===== src/rtl/stack_mem_ctrl.sv =====
// Sequencing controller for a 64-byte big-endian data RAM: turns 16-bit load/store/push/pop
// requests into two byte accesses and owns the full-descending stack pointer.
module stack_mem_ctrl #(
    parameter int DEPTH       = 64,
    parameter int ADDR_W      = 6,
    parameter int STACK_LIMIT = 48
) (
    input  logic              clk,
    input  logic              rst_n,
    input  logic              ReqValid,
    input  logic [1:0]        ReqOp,
    input  logic [15:0]       ReqAddr,
    input  logic [15:0]       ReqData,
    output logic              ReqReady,
    output logic              RespValid,
    output logic [15:0]       RespData,
    output logic              RespErr,
    output logic              RamEn,
    output logic              RamWe,
    output logic [ADDR_W-1:0] RamAddr,
    output logic [7:0]        RamWData,
    input  logic [7:0]        RamRData,
    output logic [15:0]       CurrentSP,
    output logic              StackEmpty,
    output logic              StackFull
);

    localparam logic [15:0]       SP_EMPTY  = 16'(DEPTH);
    localparam logic [15:0]       MAX_ADDR  = 16'(DEPTH - 2);
    localparam logic [15:0]       FULL_THR  = 16'(STACK_LIMIT + 2);
    localparam logic [15:0]       WORD_STEP = 16'd2;
    localparam logic [ADDR_W-1:0] ADDR_ONE  = {{(ADDR_W-1){1'b0}}, 1'b1};
    localparam logic [1:0]        OP_LOAD   = 2'b00;
    localparam logic [1:0]        OP_STORE  = 2'b01;
    localparam logic [1:0]        OP_PUSH   = 2'b10;
    localparam logic [1:0]        OP_POP    = 2'b11;

    typedef enum logic [2:0] {
        S_IDLE   = 3'd0,
        S_ACC_HI = 3'd1,
        S_ACC_LO = 3'd2,
        S_CAP    = 3'd3,
        S_RESP   = 3'd4
    } state_t;

    state_t            state_q, state_d;
    logic [1:0]        op_q, op_d;
    logic [ADDR_W-1:0] addr_q, addr_d;
    logic [15:0]       data_q, data_d;
    logic [7:0]        hi_q, hi_d;
    logic [15:0]       sp_q, sp_d;
    logic [15:0]       resp_data_q, resp_data_d;
    logic              resp_err_q, resp_err_d;

    logic [15:0]       sp_dec_s;
    logic [15:0]       sp_inc_s;
    logic              full_s;
    logic              empty_s;
    logic              is_write_s;
    logic              req_err_s;
    logic [ADDR_W-1:0] req_addr_s;
    logic              ram_en_s;
    logic              ram_we_s;
    logic [ADDR_W-1:0] ram_addr_s;
    logic [7:0]        ram_wdata_s;

    assign sp_dec_s   = sp_q - WORD_STEP;
    assign sp_inc_s   = sp_q + WORD_STEP;
    assign full_s     = (sp_q < FULL_THR);
    assign empty_s    = (sp_q == SP_EMPTY);
    assign is_write_s = (op_q == OP_STORE) || (op_q == OP_PUSH);

    // Request decode: fault check on the full 16-bit values and the word's high-byte address.
    always_comb begin
        req_err_s  = 1'b1;
        req_addr_s = {ADDR_W{1'b0}};
        case (ReqOp)
            OP_LOAD, OP_STORE: begin
                req_err_s  = (ReqAddr > MAX_ADDR);
                req_addr_s = ReqAddr[ADDR_W-1:0];
            end
            OP_PUSH: begin
                req_err_s  = full_s;
                req_addr_s = sp_dec_s[ADDR_W-1:0];
            end
            OP_POP: begin
                req_err_s  = empty_s;
                req_addr_s = sp_q[ADDR_W-1:0];
            end
            default: begin
                req_err_s  = 1'b1;
                req_addr_s = {ADDR_W{1'b0}};
            end
        endcase
    end

    // Next-state, datapath captures and RAM strobes.
    always_comb begin
        state_d     = state_q;
        op_d        = op_q;
        addr_d      = addr_q;
        data_d      = data_q;
        hi_d        = hi_q;
        sp_d        = sp_q;
        resp_data_d = resp_data_q;
        resp_err_d  = resp_err_q;
        ram_en_s    = 1'b0;
        ram_we_s    = 1'b0;
        ram_addr_s  = {ADDR_W{1'b0}};
        ram_wdata_s = 8'h00;
        case (state_q)
            S_IDLE: begin
                if (ReqValid) begin
                    op_d   = ReqOp;
                    addr_d = req_addr_s;
                    data_d = ReqData;
                    if (req_err_s) begin
                        state_d     = S_RESP;
                        resp_data_d = 16'h0000;
                        resp_err_d  = 1'b1;
                    end else begin
                        state_d = S_ACC_HI;
                    end
                end else begin
                    state_d = S_IDLE;
                end
            end
            S_ACC_HI: begin
                ram_en_s    = 1'b1;
                ram_we_s    = is_write_s;
                ram_addr_s  = addr_q;
                ram_wdata_s = data_q[15:8];
                state_d     = S_ACC_LO;
            end
            S_ACC_LO: begin
                ram_en_s    = 1'b1;
                ram_we_s    = is_write_s;
                ram_addr_s  = addr_q + ADDR_ONE;
                ram_wdata_s = data_q[7:0];
                // SP moves here so it is already current by the response cycle.
                if (op_q == OP_PUSH) begin
                    sp_d = sp_dec_s;
                end else if (op_q == OP_POP) begin
                    sp_d = sp_inc_s;
                end else begin
                    sp_d = sp_q;
                end
                if (is_write_s) begin
                    state_d     = S_RESP;
                    resp_data_d = 16'h0000;
                    resp_err_d  = 1'b0;
                end else begin
                    hi_d    = RamRData;
                    state_d = S_CAP;
                end
            end
            S_CAP: begin
                resp_data_d = {hi_q, RamRData};
                resp_err_d  = 1'b0;
                state_d     = S_RESP;
            end
            S_RESP: begin
                state_d = S_IDLE;
            end
            default: begin
                state_d = S_IDLE;
            end
        endcase
    end

    // State and datapath registers.
    always_ff @(posedge clk or negedge rst_n) begin
        if (!rst_n) begin
            state_q     <= S_IDLE;
            op_q        <= 2'b00;
            addr_q      <= {ADDR_W{1'b0}};
            data_q      <= 16'h0000;
            hi_q        <= 8'h00;
            sp_q        <= SP_EMPTY;
            resp_data_q <= 16'h0000;
            resp_err_q  <= 1'b0;
        end else begin
            state_q     <= state_d;
            op_q        <= op_d;
            addr_q      <= addr_d;
            data_q      <= data_d;
            hi_q        <= hi_d;
            sp_q        <= sp_d;
            resp_data_q <= resp_data_d;
            resp_err_q  <= resp_err_d;
        end
    end

    assign ReqReady   = (state_q == S_IDLE);
    assign RespValid  = (state_q == S_RESP);
    assign RespData   = resp_data_q;
    assign RespErr    = resp_err_q;
    assign RamEn      = ram_en_s;
    assign RamWe      = ram_we_s;
    assign RamAddr    = ram_addr_s;
    assign RamWData   = ram_wdata_s;
    assign CurrentSP  = sp_q;
    assign StackEmpty = empty_s;
    assign StackFull  = full_s;

endmodule


===== config.mk =====
export PLATFORM = sky130hd
export DESIGN_NAME = stack_mem_ctrl
export DESIGN_NICKNAME = d
export VERILOG_FILES = /design/src/rtl/stack_mem_ctrl.sv
export SDC_FILE = /design/constraint.sdc
export NUM_CORES = 1
export LEC_CHECK = 0
export CORE_ASPECT_RATIO = 1.25
export CORE_MARGIN = 5
export CORE_UTILIZATION = 35
export DETAILED_ROUTE_END_ITERATION = 10
export REMOVE_ABC_BUFFERS = 1
export SLEW_MARGIN = 20
export SYNTH_ARGS = -nofsm -noshare
export SYNTH_HDL_FRONTEND = slang
export SYNTH_SLANG_ARGS = --single-unit

===== constraint.sdc =====
create_clock -name clk -period 2.5 [get_ports clk]
set_input_delay 0.5 -clock clk [delete_from_list [all_inputs] [get_ports clk]]
set_output_delay 0.5 -clock clk [all_outputs]
set_load 0.05 [all_outputs]

## After elaboration in Yosys (flattened, before gate mapping)

Index checks and enable logic that the tools add are counted.

- Add/sub/neg operators: 3
- Multiply operators: 0
- Div/mod/pow operators: 0
- Magnitude comparators: 2
- Equality and inequality tests: 14
- Shifts and indexed selects: 0
- Mux-type cells: 20
- Bitwise gates (word level): 1
- Reduce and logical (&&, ||, !) cells: 11

Operators with widths:

| cell | count |
|---|---|
| $mux W16 | 5 |
| $pmux W16 S3 | 1 |
| $pmux W6 S3 | 1 |
| $add A16 B2 Y16 const B | 1 |
| $eq A16 B7 Y1 const B | 1 |
| $gt A16 B6 Y1 const B | 1 |
| $lt A16 B6 Y1 const B | 1 |
| $pmux W8 S2 | 1 |
| $sub A16 B2 Y16 const B | 1 |
| $pmux W3 S4 | 1 |
| $pmux W6 S2 | 1 |
| $mux W3 | 3 |
| $eq A2 B2 Y1 const B | 4 |
| $add A6 B1 Y6 const B | 1 |
| $eq A3 B2 Y1 const B | 2 |
| $pmux W1 S3 | 2 |
| $reduce_and A2 Y1 | 3 |
| $mux W1 | 5 |
| $eq A2 B1 Y1 const B | 2 |
| $ne A2 B2 Y1 const B | 2 |
| $reduce_and A4 Y1 | 1 |
| $reduce_or A2 Y1 | 2 |
| $eq A3 B1 Y1 const B | 1 |
| $eq A3 B3 Y1 const B | 1 |
| 7 further kinds | 7 |

- Register bits: 68
- Bits in latches: 0
- Memory bits (writable): 0
- Memory bits (read-only): 0
- Output and inout port bits: 53
- Memories: 0

## Logic depth before layout (Yosys ltp)

- Word-level depth: 6
- Mapped depth: 9
- Depth with buffers taken out: 6

## Worst setup path after synthesis

OpenSTA, ideal clock, no wires.

- Path kind: register to output
- From: register state_q[2]
- To: output RamAddr[2]
- Arrival: 2.178 ns
- Slack: -0.178 ns
- Stages on the path, launching flop included: 5
- Buffers on the path: 1
- Path through: dfrtp_1 > nor3b_2 > clkbuf_1 > nand2_1 > o21ai_0

- Longest elaborated chain between the ends: 2

Ends and longest elaborated chain:

| element | RTL line | RTL |
|---|---|---|
| from (decl) | 46 | `state_t state_q, state_d;` |
| from (signal assigned) | 183 | `state_q <= state_d;` |
| $eq A3 B2 Y1 / $eq A3 B1 Y1 (equally long branches) | 111 | `case (state_q)` |
| $pmux W6 S2 * | 111 |  |
| to (decl) | 20 | `output logic [ADDR_W-1:0] RamAddr,` |

Mark *: on every way between the ends. The rest lies on a longest branch, timed or not.

## Final worst setup path

- From: register sp_q[2] (netlist: CurrentSP[2])
- To: output StackEmpty

- Longest elaborated chain between the ends: 1

Ends and longest elaborated chain:

| element | RTL line | RTL |
|---|---|---|
| from (decl) | 51 | `logic [15:0] sp_q, sp_d;` |
| from (signal assigned) | 188 | `sp_q <= sp_d;` |
| $eq A16 B7 Y1 | 70 | `assign empty_s = (sp_q == SP_EMPTY);` |
| to (decl) | 24 | `output logic StackEmpty,` |

No other way between the ends.

==> summary.txt <==
outcome: completed
cts-stage hold buffer count: 0
synthesized area: 3560 um^2
Final min period: 2.411 ns
routability cong.: 0.7951
P per Cell Area: 1337 nW/um^2
Die H: 122.8 um
vias in the first global route: 3025
Synth Instances: 342
Residual DRC: 0
initial core utilization: 35.58%
core area: 10000 um^2
Clock Sinks: 67
Slew Limit Fails: 0
Worst EP arrival: 1.91 ns
DR vias/cell: 5.311
GR Util met1: 21.22%
Worst Hold Class: in -> async
Psw: 0.002910 W
CTS Buf Count: 9
TritonRoute pass-1 iters: 4
Routed Wire Length: 9566 um
DR iter-0 viols: 115
Worst Reg-to-Reg Cells: 6
syn avg cell area: 10.41 um^2
CTS tree: yes
Async S/R FF share, synth: 100.0%
Crit. End Element: output port
reg2reg start: CurrentSP[2]$_DFFE_PN0P_
largest cells by area after synthesis: dfrtp_1 46%, mux2_2 5.7%, nand2_1 4.6%, a22oi_1 3.6%, xnor2_1 3.4%
Crit Path Class: reg -> out
Netlist cell types: 52
Cell Rows: 41
Adder-Cell Fraction of Synth Area: 2.109%
Area Growth Syn to Fin: 44.75%
crit path buf inv count: 2
final core utilization: 51.51%
final setup vio count: 0
WP data required: 2.00 ns
register area share after synthesis: 47.14%
Crit path largest cell delay: 0.50 ns
clock group share of total power: 21.5%
initial antenna violation count: 0
global-route wire length before repair: 15670 um
max cap viols: 0
CTS H-Tree Depth: 3
die area: 12300 um^2
GRT Total Usage: 16.02%
IO Port Bufs: 96
dpl hpwl: 6683 um
peak supply drop: 0.0006675 V
Critical Path Source: CurrentSP[2]$_DFFE_PN0P_
clk buf depth: 2
Main synth FF type: dfrtp_1
Slowest cell on crit path: dfrtp_1
CTS clk-pin slew, worst paths: 0.05 ns
most common cell after layout, fill and taps aside: clkdlybuf4s50_1
post-synthesis compound-gate area fraction: 15.71%
max_slew headroom: 59.47%
switching part of the total power: 42.25%
main combinational cell family by area after synthesis: simple AND/OR/NAND/NOR gates
area fraction in and, or, nand and nor cells after synthesis: 17.79%
Flop pwr share: 28.5%
drt wl/cell: 16.90 um
Pleak: 2.166 nW
logic gate share of total power: 50.0%
crit path max fanout: 9
share of cells above drive strength 1: 17.85%
hold slack: 0.1662 ns
FF-to-FF End: RespData[11]$_DFFE_PN0P_
Antenna Nets Post-Route: 0
Final nets: 483
Setup Skew: 0.006882 ns
Overflow after GRT: 0
I/O pin count: 98
worst-path cell chain: inv_1 -> ha_1 -> nor4b_1 -> and4_2 -> buf_12
GR Util met2: 25.95%
n_diodes: 0
mux share of post-synthesis cell area: 7.381%
Die X-Extent: 100.2 um
synth warn: 0
Int Pwr: 0.003977 W
critical path's top delay family: simple AND/OR/NAND/NOR gates
top-area cell type share of the netlist area: 46.40%
vias: 3006
setup slack, reg-to-reg: 0.37 ns
global routing's busiest layer: met2
most frequent cells in the layout: 76 x clkdlybuf4s50_1, 65 x dfrtp_1, 44 x nand2_1
number of synthesized flops with an enable pin: 0
Clock Tree Root: clkbuf_16
met3 usage: 4.036%
worst-margin pin slew: 0.6080 ns
largest net degree at the start of global routing: 68
FF+latch count, synth: 67
CP Launch Type: register
Max Clk Rate: 0.4147 GHz
hold violation count in the final report: 0
post-synthesis xor/xnor area fraction: 4.921%
worst skew pair latency: 0.33 ns
Tcrit/Tclk final: 96.46%
area leader, netlist: dfrtp_1
==> power groups by stage <==
stage / Clock (W) / Combinational, W / Sequential [W]
finish: 0.00148 / 0.00345 / 0.00196
global route: 0.00155 / 0.00369 / 0.00203
CTS: 0.00150 / 0.00348 / 0.00195
detailed placement: 0 / 0.00346 / 0.00196
global placement: 0 / 0.00343 / 0.00194
floorplan: 0 / 0.00170 / 0.00230
==> state kept, by name (all words and copies together) (netlist names) <==
name       flops
RespErr        1
data_q        16
hi_q           8
CurrentSP     15
RespData      16
state_q        3
addr_q         6
op_q           2
==> worst max path at each step <==
| stage | depth (start not counted) | endpoint |
|---|---|---|
| 3_3_place_gp | 5 | state_q[2]$_DFF_PN0_ |
| 5_1_grt | 5 | StackEmpty |
| 4_1_cts | 5 | RamAddr[4] |
| 2_1_floorplan | 4 | state_q[2]$_DFF_PN0_ |
| 3_5_place_dp | 5 | RamAddr[4] |
| 6_report | 5 | StackEmpty |
==> through the flow <==
| step | power (W) | worst slack [ns] | TNS [ns] | instances | area [um^2] |
|---|---|---|---|---|---|
| finish | 0.006888 | 0.08852 | 0 | 566 | 5152 |
| CTS | 0.006927 | 0.01981 | 0 | 566 | 5139 |
| floorplan | 0.004008 | -0.7942 | -29.19 | 315 | 3402 |
| detailed placement | 0.005416 | 0.3740 | 0 | 550 | 4787 |
| global placement | 0.005367 | 0.4068 | 0 | 550 | 4787 |
| global route | 0.007263 | -0.05544 | -0.05544 | 566 | 5152 |
==> worst reg2reg max path: stages (launching register included) <==
cell     delay [ns]
dfrtp_1        0.50
inv_1          0.15
ha_1           0.15
nor4b_1        0.30
and4_2         0.35
o22a_2         0.40
a21oi_1        0.14
==> cell type report <==
type / instances / area [um^2]
Fill cell: 934 / 4851
Multi-Input combinational cell: 244 / 1719
Sequential cell: 67 / 1679
Timing Repair Buffer: 106 / 1226
Clock buffer: 10 / 239.0
Tap cell: 129 / 161.4
Clock inverter: 6 / 112.6
Inverter: 4 / 15.01
==> kinds of logic (layout without fill, tap and decap cells) <==
kind of cell | Yosys count | in the layout
mux | 24 | 24
compound gates | 81 | 81
buf+inv | 31 | 126
simple gates | 112 | 112
xor+xnor | 20 | 20
other cells | 1 | 1
flops | 67 | 67
fa+ha+maj | 6 | 6
==> synth_stat cells, drive strengths merged, types with 2 or more instances <==
library cell / instances
a21oi: 20
a22o: 11
a22oi: 17
a31oi: 2
and3: 2
and3b: 3
and4: 2
buf: 16
clkbuf: 11
dfrtp: 66
ha: 6
inv: 4
mux2: 18
mux2i: 6
nand2: 44
nand2b: 8
nand3: 5
nand3b: 3
nand4: 6
nand4b: 3
nor2: 10
nor2b: 2
nor3: 5
nor3b: 4
nor4: 6
nor4b: 4
o211ai: 4
o21ai: 19
o22ai: 2
or3b: 2
xnor2: 14
xor2: 6
==> per-layer routing <==
metal	wire (um)	up-vias	part of all wire (%)
met5	0	-	0
met4	71	0	0.74
met3	513	6	5.4
met2	4721	81	49
met1	4259	1509	45
li1	-	1410	-
==> timing repair <==
item / in CTS / in global routing
endpoints found under the hold margin: 0 / 0
endpoints found under the setup margin: 0 / 9
resized for setup: 0 / 5
setup buffers: 0 / 0
(Power assumes the default switching activity.)
